**src/rtl/pipeline_ctrl_if.sv**
```systemverilog
// Hazard-information and pipeline-control bundle between the core datapath
// and the pipeline controller.
interface pipeline_ctrl_if;
    logic [4:0]  de_rs1;
    logic [4:0]  de_rs2;
    logic [4:0]  ex_rs1;
    logic [4:0]  ex_rs2;
    logic [4:0]  ex_rd;
    logic        ex_reg_write;
    logic        ex_is_load;
    logic        ex_multicycle;
    logic        ex_pc_src;
    logic [4:0]  mem_rd;
    logic        mem_reg_write;
    logic [4:0]  wb_rd;
    logic        wb_reg_write;
    logic        mem_req_valid;
    logic        mem_ready;

    logic        if_stall;
    logic        de_stall;
    logic        ex_stall;
    logic        mem_stall;
    logic        de_flush;
    logic        ex_flush;
    logic        mem_flush;
    logic        wb_flush;
    logic [1:0]  ex_fwd_a;
    logic [1:0]  ex_fwd_b;
    logic        mem_error;
    logic [31:0] stall_cycles;
    logic [31:0] flush_count;

    // Datapath side: reports pipeline contents, receives controls.
    modport master (
        output de_rs1, de_rs2, ex_rs1, ex_rs2, ex_rd, ex_reg_write, ex_is_load,
               ex_multicycle, ex_pc_src, mem_rd, mem_reg_write, wb_rd, wb_reg_write,
               mem_req_valid, mem_ready,
        input  if_stall, de_stall, ex_stall, mem_stall, de_flush, ex_flush,
               mem_flush, wb_flush, ex_fwd_a, ex_fwd_b, mem_error, stall_cycles,
               flush_count
    );

    // Controller side.
    modport slave (
        input  de_rs1, de_rs2, ex_rs1, ex_rs2, ex_rd, ex_reg_write, ex_is_load,
               ex_multicycle, ex_pc_src, mem_rd, mem_reg_write, wb_rd, wb_reg_write,
               mem_req_valid, mem_ready,
        output if_stall, de_stall, ex_stall, mem_stall, de_flush, ex_flush,
               mem_flush, wb_flush, ex_fwd_a, ex_fwd_b, mem_error, stall_cycles,
               flush_count
    );
endinterface

```
**src/rtl/pipeline_ctrl.sv**
```systemverilog
// Five-stage pipeline hazard controller: stall/flush sequencing, operand
// forwarding, multi-cycle EX tracking, memory-wait watchdog and perf counters.
module pipeline_ctrl #(
    parameter int MUL_LATENCY = 4,
    parameter int MEM_TIMEOUT = 8
) (
    input logic           clk,
    input logic           rst,
    pipeline_ctrl_if.slave pif
);
    typedef enum logic {RUN = 1'b0, MC_WAIT = 1'b1} state_e;

    localparam bit         MC_EN   = (MUL_LATENCY > 1);
    localparam logic [3:0] MC_LOAD = MC_EN ? 4'(MUL_LATENCY - 2) : 4'd0;
    localparam logic [7:0] TIMEOUT = 8'(MEM_TIMEOUT);

    state_e      state_q, state_d;
    logic [3:0]  mc_cnt_q, mc_cnt_d;
    logic [7:0]  wait_q, wait_d;
    logic        mem_error_q, mem_error_d;
    logic [31:0] stall_cycles_q, stall_cycles_d;
    logic [31:0] flush_count_q, flush_count_d;

    logic        mem_hold, mc_start, mc_busy, load_use, branch_take;
    logic        if_stall, de_stall, ex_stall, mem_stall;
    logic        de_flush, ex_flush, mem_flush, wb_flush;
    logic [1:0]  fwd_a, fwd_b;

    function automatic logic [1:0] fwd_sel(input logic [4:0] rs,
                                           input logic [4:0] m_rd, input logic m_we,
                                           input logic [4:0] w_rd, input logic w_we);
        logic [1:0] sel;
        sel = 2'b00;
        if (m_we && m_rd != 5'd0 && m_rd == rs)
            sel = 2'b10;
        else if (w_we && w_rd != 5'd0 && w_rd == rs)
            sel = 2'b01;
        return sel;
    endfunction

    assign mem_hold = pif.mem_req_valid & ~pif.mem_ready;
    assign mc_start = (state_q == RUN) & pif.ex_multicycle & MC_EN;
    // MC_WAIT with an exhausted counter is the release cycle: EX advances.
    assign mc_busy  = mc_start | ((state_q == MC_WAIT) & (mc_cnt_q != 4'd0));
    assign load_use = pif.ex_is_load & pif.ex_reg_write & (pif.ex_rd != 5'd0) &
                      ((pif.ex_rd == pif.de_rs1) | (pif.ex_rd == pif.de_rs2));

    always_comb begin
        if_stall    = 1'b0;
        de_stall    = 1'b0;
        ex_stall    = 1'b0;
        mem_stall   = 1'b0;
        de_flush    = 1'b0;
        ex_flush    = 1'b0;
        mem_flush   = 1'b0;
        wb_flush    = 1'b0;
        branch_take = 1'b0;
        fwd_a       = 2'b00;
        fwd_b       = 2'b00;
        if (rst) begin
            de_flush  = 1'b1;
            ex_flush  = 1'b1;
            mem_flush = 1'b1;
            wb_flush  = 1'b1;
        end else begin
            if (mem_hold) begin
                if_stall  = 1'b1;
                de_stall  = 1'b1;
                ex_stall  = 1'b1;
                mem_stall = 1'b1;
                wb_flush  = 1'b1;
            end else if (mc_busy) begin
                if_stall  = 1'b1;
                de_stall  = 1'b1;
                ex_stall  = 1'b1;
                mem_flush = 1'b1;
            end else if (pif.ex_pc_src) begin
                de_flush    = 1'b1;
                ex_flush    = 1'b1;
                branch_take = 1'b1;
            end else if (load_use) begin
                if_stall = 1'b1;
                de_stall = 1'b1;
                ex_flush = 1'b1;
            end
            fwd_a = fwd_sel(pif.ex_rs1, pif.mem_rd, pif.mem_reg_write, pif.wb_rd, pif.wb_reg_write);
            fwd_b = fwd_sel(pif.ex_rs2, pif.mem_rd, pif.mem_reg_write, pif.wb_rd, pif.wb_reg_write);
        end
    end

    always_comb begin
        state_d        = state_q;
        mc_cnt_d       = mc_cnt_q;
        wait_d         = 8'd0;
        if (mem_hold)
            wait_d = (wait_q == 8'hFF) ? wait_q : wait_q + 8'd1;
        mem_error_d    = mem_error_q | (mem_hold & (wait_d == TIMEOUT));
        stall_cycles_d = stall_cycles_q + {31'd0, if_stall};
        flush_count_d  = flush_count_q + {31'd0, branch_take};
        // A memory hold freezes multi-cycle sequencing entirely.
        if (!mem_hold) begin
            case (state_q)
                RUN: begin
                    if (mc_start) begin
                        mc_cnt_d = MC_LOAD;
                        state_d  = MC_WAIT;
                    end
                end
                MC_WAIT: begin
                    if (mc_cnt_q == 4'd0)
                        state_d = RUN;
                    else
                        mc_cnt_d = mc_cnt_q - 4'd1;
                end
                default: state_d = RUN;
            endcase
        end
    end

    always_ff @(posedge clk) begin
        if (rst) begin
            state_q        <= RUN;
            mc_cnt_q       <= 4'd0;
            wait_q         <= 8'd0;
            mem_error_q    <= 1'b0;
            stall_cycles_q <= 32'd0;
            flush_count_q  <= 32'd0;
        end else begin
            state_q        <= state_d;
            mc_cnt_q       <= mc_cnt_d;
            wait_q         <= wait_d;
            mem_error_q    <= mem_error_d;
            stall_cycles_q <= stall_cycles_d;
            flush_count_q  <= flush_count_d;
        end
    end

    assign pif.if_stall     = if_stall;
    assign pif.de_stall     = de_stall;
    assign pif.ex_stall     = ex_stall;
    assign pif.mem_stall    = mem_stall;
    assign pif.de_flush     = de_flush;
    assign pif.ex_flush     = ex_flush;
    assign pif.mem_flush    = mem_flush;
    assign pif.wb_flush     = wb_flush;
    assign pif.ex_fwd_a     = fwd_a;
    assign pif.ex_fwd_b     = fwd_b;
    assign pif.mem_error    = mem_error_q;
    assign pif.stall_cycles = stall_cycles_q;
    assign pif.flush_count  = flush_count_q;
endmodule

```
**src/flat_wrapper.sv**
```systemverilog
// flat-port wrapper written by rule: the top's interface ports become plain ports
module pipeline_ctrl_flat 
#(
    parameter int MUL_LATENCY = 4,
    parameter int MEM_TIMEOUT = 8
)
  (clk, rst, pif_de_rs1, pif_de_rs2, pif_ex_rs1, pif_ex_rs2, pif_ex_rd, pif_ex_reg_write, pif_ex_is_load, pif_ex_multicycle, pif_ex_pc_src, pif_mem_rd, pif_mem_reg_write, pif_wb_rd, pif_wb_reg_write, pif_mem_req_valid, pif_mem_ready, pif_if_stall, pif_de_stall, pif_ex_stall, pif_mem_stall, pif_de_flush, pif_ex_flush, pif_mem_flush, pif_wb_flush, pif_ex_fwd_a, pif_ex_fwd_b, pif_mem_error, pif_stall_cycles, pif_flush_count);
  pipeline_ctrl_if pif_i ();
  input logic clk;
  input logic rst;
  input wire logic [$bits(pif_i.de_rs1)-1:0] pif_de_rs1;
  input wire logic [$bits(pif_i.de_rs2)-1:0] pif_de_rs2;
  input wire logic [$bits(pif_i.ex_rs1)-1:0] pif_ex_rs1;
  input wire logic [$bits(pif_i.ex_rs2)-1:0] pif_ex_rs2;
  input wire logic [$bits(pif_i.ex_rd)-1:0] pif_ex_rd;
  input wire logic [$bits(pif_i.ex_reg_write)-1:0] pif_ex_reg_write;
  input wire logic [$bits(pif_i.ex_is_load)-1:0] pif_ex_is_load;
  input wire logic [$bits(pif_i.ex_multicycle)-1:0] pif_ex_multicycle;
  input wire logic [$bits(pif_i.ex_pc_src)-1:0] pif_ex_pc_src;
  input wire logic [$bits(pif_i.mem_rd)-1:0] pif_mem_rd;
  input wire logic [$bits(pif_i.mem_reg_write)-1:0] pif_mem_reg_write;
  input wire logic [$bits(pif_i.wb_rd)-1:0] pif_wb_rd;
  input wire logic [$bits(pif_i.wb_reg_write)-1:0] pif_wb_reg_write;
  input wire logic [$bits(pif_i.mem_req_valid)-1:0] pif_mem_req_valid;
  input wire logic [$bits(pif_i.mem_ready)-1:0] pif_mem_ready;
  output wire logic [$bits(pif_i.if_stall)-1:0] pif_if_stall;
  output wire logic [$bits(pif_i.de_stall)-1:0] pif_de_stall;
  output wire logic [$bits(pif_i.ex_stall)-1:0] pif_ex_stall;
  output wire logic [$bits(pif_i.mem_stall)-1:0] pif_mem_stall;
  output wire logic [$bits(pif_i.de_flush)-1:0] pif_de_flush;
  output wire logic [$bits(pif_i.ex_flush)-1:0] pif_ex_flush;
  output wire logic [$bits(pif_i.mem_flush)-1:0] pif_mem_flush;
  output wire logic [$bits(pif_i.wb_flush)-1:0] pif_wb_flush;
  output wire logic [$bits(pif_i.ex_fwd_a)-1:0] pif_ex_fwd_a;
  output wire logic [$bits(pif_i.ex_fwd_b)-1:0] pif_ex_fwd_b;
  output wire logic [$bits(pif_i.mem_error)-1:0] pif_mem_error;
  output wire logic [$bits(pif_i.stall_cycles)-1:0] pif_stall_cycles;
  output wire logic [$bits(pif_i.flush_count)-1:0] pif_flush_count;
  assign pif_i.de_rs1 = pif_de_rs1;
  assign pif_i.de_rs2 = pif_de_rs2;
  assign pif_i.ex_rs1 = pif_ex_rs1;
  assign pif_i.ex_rs2 = pif_ex_rs2;
  assign pif_i.ex_rd = pif_ex_rd;
  assign pif_i.ex_reg_write = pif_ex_reg_write;
  assign pif_i.ex_is_load = pif_ex_is_load;
  assign pif_i.ex_multicycle = pif_ex_multicycle;
  assign pif_i.ex_pc_src = pif_ex_pc_src;
  assign pif_i.mem_rd = pif_mem_rd;
  assign pif_i.mem_reg_write = pif_mem_reg_write;
  assign pif_i.wb_rd = pif_wb_rd;
  assign pif_i.wb_reg_write = pif_wb_reg_write;
  assign pif_i.mem_req_valid = pif_mem_req_valid;
  assign pif_i.mem_ready = pif_mem_ready;
  assign pif_if_stall = pif_i.if_stall;
  assign pif_de_stall = pif_i.de_stall;
  assign pif_ex_stall = pif_i.ex_stall;
  assign pif_mem_stall = pif_i.mem_stall;
  assign pif_de_flush = pif_i.de_flush;
  assign pif_ex_flush = pif_i.ex_flush;
  assign pif_mem_flush = pif_i.mem_flush;
  assign pif_wb_flush = pif_i.wb_flush;
  assign pif_ex_fwd_a = pif_i.ex_fwd_a;
  assign pif_ex_fwd_b = pif_i.ex_fwd_b;
  assign pif_mem_error = pif_i.mem_error;
  assign pif_stall_cycles = pif_i.stall_cycles;
  assign pif_flush_count = pif_i.flush_count;
  pipeline_ctrl #(.MUL_LATENCY(MUL_LATENCY), .MEM_TIMEOUT(MEM_TIMEOUT)) u_core (.clk(clk), .rst(rst), .pif(pif_i));
endmodule
```
**config.mk**
```make
export PLATFORM = sky130hd
export DESIGN_NAME = pipeline_ctrl_flat
export DESIGN_NICKNAME = d
export VERILOG_FILES = /design/src/rtl/pipeline_ctrl_if.sv /design/src/rtl/pipeline_ctrl.sv /design/src/flat_wrapper.sv
export SDC_FILE = /design/constraint.sdc
export NUM_CORES = 1
export LEC_CHECK = 0
export BUFFER_PORTS_ARGS = -buffer_cell sky130_fd_sc_hd__buf_2
export CORE_AREA = 2 2 99 101
export CTS_CLUSTER_DIAMETER = 50
export CTS_CLUSTER_SIZE = 20
export DETAILED_ROUTE_END_ITERATION = 7
export DIE_AREA = 0 0 101 103
export GPL_ROUTABILITY_DRIVEN = 0
export PLACE_DENSITY_LB_ADDON = 0.12
export SETUP_SLACK_MARGIN = 0.15
export SLEW_MARGIN = 20
export SYNTH_ARGS = -nofsm -noshare
export SYNTH_HDL_FRONTEND = slang
export SYNTH_SLANG_ARGS = --single-unit
```
**constraint.sdc**
```tcl
create_clock -name clk -period 3.7 [get_ports clk]
set_input_delay 0.74 -clock clk [delete_from_list [all_inputs] [get_ports clk]]
set_output_delay 0.74 -clock clk [all_outputs]
set_load 0.01 [all_outputs]
```
Word level (Yosys, flattened, before mapping)
Cells that the tools add are included.
- input bits: 45
- output and inout port bits: 77
- word-level logic and storage cells: 81
- flip-flop bits (word level): 78
- mux-type cells: 36
- bitwise operators: 13
- reduce and logical (&&, ||, !) cells: 12
- add/subtract/negate cells: 4
- equality and inequality tests: 10
- operators with widths (cell ; number):
    $add A32 B1 Y32 ; 2
    $eq A5 B5 Y1 ; 6
    $mux W1 ; 26
    $mux W8 ; 2
    $reduce_bool A5 Y1 ; 3
    $add A8 B1 Y8 const B ; 1
    $eq A8 B4 Y1 const B ; 1
    $eq A8 B8 Y1 const B ; 1
    $mux W2 ; 4
    $mux W4 ; 2
    $pmux W4 S2 ; 1
    $and A1 B1 Y1 ; 7
    $logic_and A1 B1 Y1 ; 6
    $logic_not A4 Y1 ; 1
    $reduce_bool A4 Y1 ; 1
    $sub A4 B1 Y4 const B ; 1
    $not A1 Y1 ; 3
    $or A1 B1 Y1 ; 3
    $reduce_and A3 Y1 ; 1
    $ne A2 B1 Y1 const B ; 1
    $ne A2 B2 Y1 const B ; 1
    $pmux W1 S2 ; 1

Logic depth before layout (Yosys ltp)
Gate-level depths: netlist of run 1.
- word-level depth: 9
- depth in mapped cells: 15
- depth with buffers taken out: 14

Least setup slack after synthesis of run 1
OpenSTA, ideal clock, no wires.
- path kind: input-to-reg
- start point: input port rst
- end point: register u_core.stall_cycles_q[28] (netlist: u_core.pif.stall_cycles[28])
- cell stages on the path: 11
- arrival: 2984 ps
- setup time: 71 ps
- path buffers: 3
- setup slack: 645 ps
- cells stage by stage: clkbuf_1 -> clkbuf_1 -> clkbuf_1 -> a21oi_1 -> ha_1 -> ha_1 -> nand3_1 -> nor2_4 -> nand3_4 -> or3_1 -> a21oi_1
- longest elaborated chain between the ends: 2
- ends and longest elaborated chain (item ; line ; source):
    start, declared ; flat_wrapper.sv:10 ; input logic rst;
    $mux W1 ; - ;
    net pif_de_stall ; flat_wrapper.sv:27 ; output wire logic [$bits(pif_i.de_stall)-1:0] pif_de_stall;
    $add A32 B1 Y32 ; pipeline_ctrl.sv:98 ; stall_cycles_d = stall_cycles_q + {31'd0, if_stall};
    end signal, assigned ; pipeline_ctrl.sv:133 ; stall_cycles_q <= stall_cycles_d;
    end, declared ; pipeline_ctrl.sv:21 ; logic [31:0] stall_cycles_q, stall_cycles_d;
The timed path passes the listed nets, and every way through them passes these cells.
A chain may end at the register's enable or synchronous reset.

Worst setup path in the final report of run 1
- start point: register u_core.mc_cnt_q[0]
- end point: register u_core.stall_cycles_q[28] (netlist: u_core.pif.stall_cycles[28])
- longest elaborated chain between the ends: 7
- ends and longest elaborated chain (item ; line ; source):
    start, declared ; pipeline_ctrl.sv:18 ; logic [3:0] mc_cnt_q, mc_cnt_d;
    start signal, assigned ; pipeline_ctrl.sv:130 ; mc_cnt_q <= mc_cnt_d;
    $reduce_bool A4 Y1 ; pipeline_ctrl.sv:44 ; assign mc_busy = mc_start | ((state_q == MC_WAIT) & (mc_cnt_q != 4'd0));
    $and A1 B1 Y1 ; pipeline_ctrl.sv:44 ;
    $or A1 B1 Y1 ; pipeline_ctrl.sv:44 ;
    $mux W1 ; pipeline_ctrl.sv:72 ; end else if (mc_busy) begin
    $mux W1 ; pipeline_ctrl.sv:66 ; if (mem_hold) begin
    $mux W1 ; pipeline_ctrl.sv:60 ; if (rst) begin
    $add A32 B1 Y32 ; pipeline_ctrl.sv:98 ;
No other way between the ends.

==> results of run 1 <==
## state kept, by name (all words and copies together), names as in the netlist
name	cells
u_core.mc_cnt_q	4
u_core.pif.flush_count	32
u_core.pif.mem_error	1
u_core.pif.stall_cycles	32
u_core.state_q	1
u_core.wait_q	8
## synth_stat cells, types with 2 or more instances
library cell / number
or4_1: 5
nand2b_1: 3
nor2_1: 72
nand2_1: 26
nand4_2: 2
and3_1: 15
o211ai_1: 3
inv_1: 9
or3_1: 6
nor4_1: 5
nand3_1: 26
nand4_1: 15
a21oi_1: 11
ha_1: 6
nor2b_1: 11
nor4_2: 9
nor3_2: 6
and4_1: 7
buf_4: 3
o21ai_0: 15
xnor2_1: 50
a21o_1: 4
and2_1: 6
nor3_1: 13
nand4_4: 2
xor2_1: 35
dfxtp_1: 78
clkbuf_1: 10
## area by class of cell
type | instances | area, sq um
clock buffer | 12 | 155.1
clock inverter | 3 | 67.56
fill | 928 | 4404
inverter | 9 | 33.78
multi-input combinational | 372 | 2459
sequential | 78 | 1562
tap | 114 | 142.6
timing repair buffer | 125 | 635.6
## cells by family after synthesis
logic type | Yosys count | synth area share (%)
compound gates | 40 | 5.667
flops | 78 | 37.82
fa+ha+maj | 6 | 1.818
buf+inv | 24 | 2.636
xor+xnor | 85 | 18.03
mux | 2 | 0.5151
simple gates | 239 | 33.52
## report_power, final
part           switching [mW]  internal [mW]  total (mW)
Combinational          0.0814         0.0671       0.148
Sequential            0.00849          0.847       0.855
Clock                   0.299          0.414       0.713
Total                   0.389           1.33        1.72
## per-stage QoR
| stage | std cells | setup WS [ns] | utilization (%) | hold slack, ns | cell area [sq um] |
|---|---|---|---|---|---|
| 2_1_floorplan | 474 | 0.6453 | - | 0.4578 | 4129 |
| 6_report | 713 | 0.5621 | 53.44 | 0.4848 | 5055 |
| 3_5_place_dp | 698 | 0.3944 | 51.08 | 0.4726 | 4832 |
| 4_1_cts | 713 | 0.5633 | 53.44 | 0.4913 | 5055 |
| 3_3_place_gp | 698 | 0.4810 | 51.08 | 0.4609 | 4832 |
| 5_1_grt | 713 | 0.3620 | 53.44 | 0.5220 | 5055 |
## final timing paths
path                         from                          end  slack, ns  cells after the start
max reg2reg    u_core.mc_cnt_q[0]  u_core.pif.stall_cycles[28]       0.56                     13
min reg2reg  u_core.pif.mem_error         u_core.pif.mem_error       0.48                      2
min          u_core.pif.mem_error         u_core.pif.mem_error       0.48                      2
max            u_core.mc_cnt_q[0]  u_core.pif.stall_cycles[28]       0.56                     13
## layer usage
layer  track usage, %  up-vias  wire length [um]
li1                 -     1886                 -
met1            22.10     1710              4310
met2            33.69       61              4809
met3            5.153       14               451
met4            5.821        0               145
met5                0        -                 0
## critical path: stages (launching register included)
cell and delay (ns):
dfxtp_1 0.37, inv_1 0.07, ha_1 0.22, and4bb_2 0.25, nor2_1 0.20, nor2_1 0.12
a21oi_1 0.27, ha_1 0.29, ha_1 0.25, nand3_1 0.15, nor2_4 0.27, nand3_4 0.11
or3_1 0.36, a21oi_1 0.15
==> out/metrics.csv, run 1 <==
stage;metric;value;unit
status;status;complete, no violations;
logic_synthesis;yosysTopAreaCell;dfxtp_1;
clocking;post_cts_buffers;0;
drt;post-route-drc-count;0;
sta;finalHoldViolations;0;
logic_synthesis;syn_area_per_cell;8.711;sq um
logic_synthesis;syn_nets;525;
logic_synthesis;synth_edf_count;0;
clocking;cts_sinks;78;
sta;fin_worst_skew;0.01015;ns
sta;final_max_slew_viol_count;0;
logic_synthesis;ys_seq_area_share;37.82;%
clocking;h-tree-depth;3;
critical_path;crit_path_max_fanout;9;
sta;tns;0;ns
power;leakagePower;2.109;nW
clocking;cts.path.max_buffers;2;
sta;max_slew_margin;66.72;%
critical_path;start_kind;flop;
sta;fin_crit_sh;84.81;%
drt;dr.pass1.iters;4;
finish;layout_common_cells;121 x buf_2, 78 x dfxtp_1, 72 x nor2_1, 50 x xnor2_1, 35 x xor2_1;
logic_synthesis;ys_warn_count;0;
logic_synthesis;synthTopCellsByArea;dfxtp_1 38%, xnor2_1 11%, xor2_1 7.4%;
floorplan;die_h;103;um
critical_path;cp-end-kind;flop;
sta;tightest_slew;0.4981;ns
floorplan;start_util;43.65;%
critical_path;cp.arrival;3.41;ns
sta;rsz0062_at_grt;no;
floorplan;io_pins;122;
floorplan;fp.dieArea;10400;sq um
grt;grt_pass1_vias;3468;
grt;track_usage;18.87;%
grt;antenna_found_initial;0;
power;total_power;1.716;mW
clocking;cts_hold_buf;0;
sta;max_clock_freq;318.7;MHz
run;cap_violations;0;
drt;routed_wl;9717;um
floorplan;fp-row-count;36;
floorplan;fp.dieW;101;um
min_path;hp-class;flop to flop;
placement;portBuffers;121;
clocking;ctsResizeCount;0;
clocking;clk_pin_slew;0.08;ns
sta;finalSetupViolCount;0;
placement;place_hpwl;7299;um
logic_synthesis;ys_seq_elements;78;
logic_synthesis;ys_types;49;
finish;layout_commonest_cell;buf_2;
finish;finalNetCount;646;
power;peakVddDrop;196.6;uV
finish;antennaDiodeCount;0;
finish;area_growth;22.42;%
drt;vias;3671;
floorplan;core;9459;sq um
clocking;cts_tree;built;
clocking;numCtsBuffers;9;
logic_synthesis;netlist.area_leader.share;37.82;%
clocking;clock_latency;0.34;ns
drt;wl_per_cell;13.63;um
logic_synthesis;synth_area;4129;sq um
grt;grt_max_degree;37;
logic_synthesis;ys_async_sr_fraction;0;%
grt;grt_pass1_wl;15840;um
critical_path;critPathRequiredTime;3.97;ns
finish;drive_above_1_share;27.38;%
logic_synthesis;synth_cells;474;
clocking;cts-root-buf;clkbuf_8;
sta;period_minus_slack;3.138;ns
drt;drtIter0Drc;84;
power;power_density;339.6;nW/um^2
grt;grt_overflow;0;
critical_path;criticalPathCategory;flop to flop;
drt;viasPerCell;5.149;
drt;drtAntennaViolNets;0;
logic_synthesis;ys.flop_type;dfxtp_1;
No activity file was read; power rests on OpenSTA's default activity.
==> run 2: changes to the inputs <==
clock period = 2.6 ns   (was 3.7 ns; I/O delays follow)
==> out/metrics.csv, run 2 (synthesized netlist as in run 1, its figures left out) <==
stage;metric;value;unit;change
sta;max_clock_freq;398.7;MHz;
clocking;numCtsBuffers;9;;unchanged
sta;tns;0;ns;unchanged
sta;fin_worst_skew;0.01124;ns;+0.001087 ns
drt;routed_wl;10300;um;+6.0%
sta;rsz0062_at_grt;yes;;
sta;max_slew_margin;69.90;%;+3.2 points
critical_path;reg2reg_depth;14;;+1
min_path;hold_depth;2;;unchanged
critical_path;crit_path_max_fanout;3;;-6
critical_path;r2r_start;u_core.mc_cnt_q[1];;
grt;grt_pass1_vias;3694;;+6.5%
grt;met3_usage;5.966;%;+0.81 points
finish;finalNetCount;681;;+5.4%
min_path;hp-class;flop to flop;;
sta;period_minus_slack;2.508;ns;
grt;grt_pass1_wl;16930;um;+6.8%
placement;place_hpwl;7445;um;+2.0%
grt;grt_overflow;0;;unchanged
finish;antennaDiodeCount;0;;unchanged
floorplan;io_pins;122;;unchanged
finish;instances_no_fill;749;;+5.0%
clocking;clk_pin_slew;0.08;ns;about the same
floorplan;core;9459;sq um;unchanged
sta;finalHoldViolations;0;;unchanged
drt;vias;3888;;+5.9%
critical_path;start_kind;flop;;
clocking;cts_sinks;78;;unchanged
grt;grt_max_degree;44;;+19%
power;leakagePower;2.410;nW;+14%
critical_path;criticalPathCategory;flop to primary output;;
drt;wl_per_cell;13.75;um;+0.89%
min_path;min_from;u_core.pif.mem_error;;
clocking;cts-root-buf;clkbuf_8;;
placement;place_area;5124;sq um;+6.0%
critical_path;critPathRequiredTime;2.08;ns;-1.89 ns
finish;area_growth;35.88;%;
run;cap_violations;0;;unchanged
clocking;clock_latency;0.34;ns;about the same
finish;layout_common_cells;118 x buf_2, 76 x dfxtp_1, 69 x nor2_1, 49 x xnor2_1, 35 x xor2_1;;
floorplan;fp.dieArea;10400;sq um;unchanged
grt;gr-max-usage-layer;met2;;
sta;fin_crit_sh;96.48;%;
grt;met2_usage;35.79;%;+2.1 points
min_path;hold_end;u_core.pif.mem_error;;
critical_path;reg2reg_slack;0.11;ns;-0.45 ns
finish;layout_commonest_cell;buf_2;;
drt;drtAntennaViolNets;0;;unchanged
sta;tightest_slew;0.4515;ns;-0.04656 ns
drt;drtIter0Drc;75;;-11%
power;power_density;407.6;nW/um^2;+20%
sta;finalSetupViolCount;0;;unchanged
finish;final_util;59.31;%;+5.9 points
placement;portBuffers;121;;unchanged
status;status;complete, no violations;;
clocking;cts.path.max_buffers;2;;unchanged
placement;dp_cells;718;;+2.9%
finish;drive_above_1_share;37.48;%;+10 points
sta;final_max_slew_viol_count;0;;unchanged
clocking;cts_tree;built;;
clocking;cts_hold_buf;0;;unchanged
critical_path;r2r-end;u_core.pif.flush_count[14];;
floorplan;fp.dieW;101;um;unchanged
critical_path;cp.arrival;1.99;ns;-1.42 ns
floorplan;start_util;43.65;%;unchanged
power;peakVddDrop;255.3;uV;+30%
grt;met1_usage;23.02;%;+0.92 points
critical_path;cp-end-kind;primary output;;
clocking;h-tree-depth;3;;unchanged
drt;viasPerCell;5.191;;+0.82%
drt;post-route-drc-count;0;;unchanged
grt;antenna_found_initial;0;;unchanged
drt;dr.pass1.iters;4;;unchanged
grt;track_usage;20.00;%;+1.1 points
floorplan;fp-row-count;36;;unchanged
floorplan;die_h;103;um;unchanged
finish;final_area;5610;sq um;+11%
run 2: changes by cell type in the layout (fill, tap and decap cells not counted), sizes merged:
cell,delta
clkinv,+4
bufinv,-2
clkinvlp,+1
clkbuf,-2
buf,+35
run 2: through the flow:
stage | power [mW] | hold WS, ns | setup WS [ns]
after CTS | 2.304 | 0.4927 | 0.04599
after detailed placement | 1.493 | 0.4817 | -0.1457
final | 2.287 | 0.4901 | 0.09155
after global placement | 1.486 | 0.4595 | -0.1297
after global routing | 2.401 | 0.5072 | -0.06960
after floorplan | 1.382 | 0.4578 | 0.03779
run 2: cell type report:
cell class / count / area, sq um
timing repair buffer: 160 / 952.2
clock inverter: 6 / 38.79
fill: 871 / 3849
clock buffer: 10 / 127.6
inverter: 9 / 33.78
sequential: 78 / 1564
multi-input combinational: 372 / 2751
tap: 114 / 142.6
run 2: how the worst max path moves through the flow:
stage          slack (ns)                          end               start  depth (start not counted)
6_report             0.09                 pif_ex_flush  u_core.mc_cnt_q[0]                         10
5_1_grt             -0.07   u_core.pif.flush_count[26]  u_core.mc_cnt_q[1]                         15
4_1_cts              0.05   u_core.pif.flush_count[28]  u_core.mc_cnt_q[1]                         15
3_5_place_dp        -0.15  u_core.pif.stall_cycles[28]        pif_ex_rd[4]                         13
3_3_place_gp        -0.13  u_core.pif.stall_cycles[31]        pif_ex_rd[4]                         12
2_1_floorplan        0.04  u_core.pif.stall_cycles[31]        pif_ex_rd[4]                         11
run 2: routing by layer:
layer | wire length [um] | share of wire, %
met1 | 4429 | 43
met2 | 5264 | 51
met3 | 497 | 4.8
met4 | 106 | 1.0
met5 | 0 | 0
run 2: power by group:
group	total, mW	internal (mW)	switching (mW)	leakage, nW
Combinational	0.286	0.142	0.144	1.70
Clock	0.785	0.344	0.441	0.0820
Sequential	1.22	1.21	0.0105	0.630
Total	2.29	1.69	0.595	2.41
run 2: worst max-delay path, cell delays in order, from the launching register on:
cell      delay, ns
dfxtp_2        0.34
inv_2          0.05
ha_4           0.15
and4bb_2       0.25
nor2_4         0.14
nor2_4         0.06
buf_4          0.14
buf_6          0.10
a21o_1         0.15
a21o_1         0.14
buf_2          0.13
run 2: repair_timing:
| item | CTS | global route |
|---|---|---|
| buffers inserted | 8 | 6 |
| setup endpoints to repair | 35 | 45 |
| gates cloned | 1 | 0 |
| gates resized for setup | 17 | 31 |
| pin swaps | 19 | 22 |
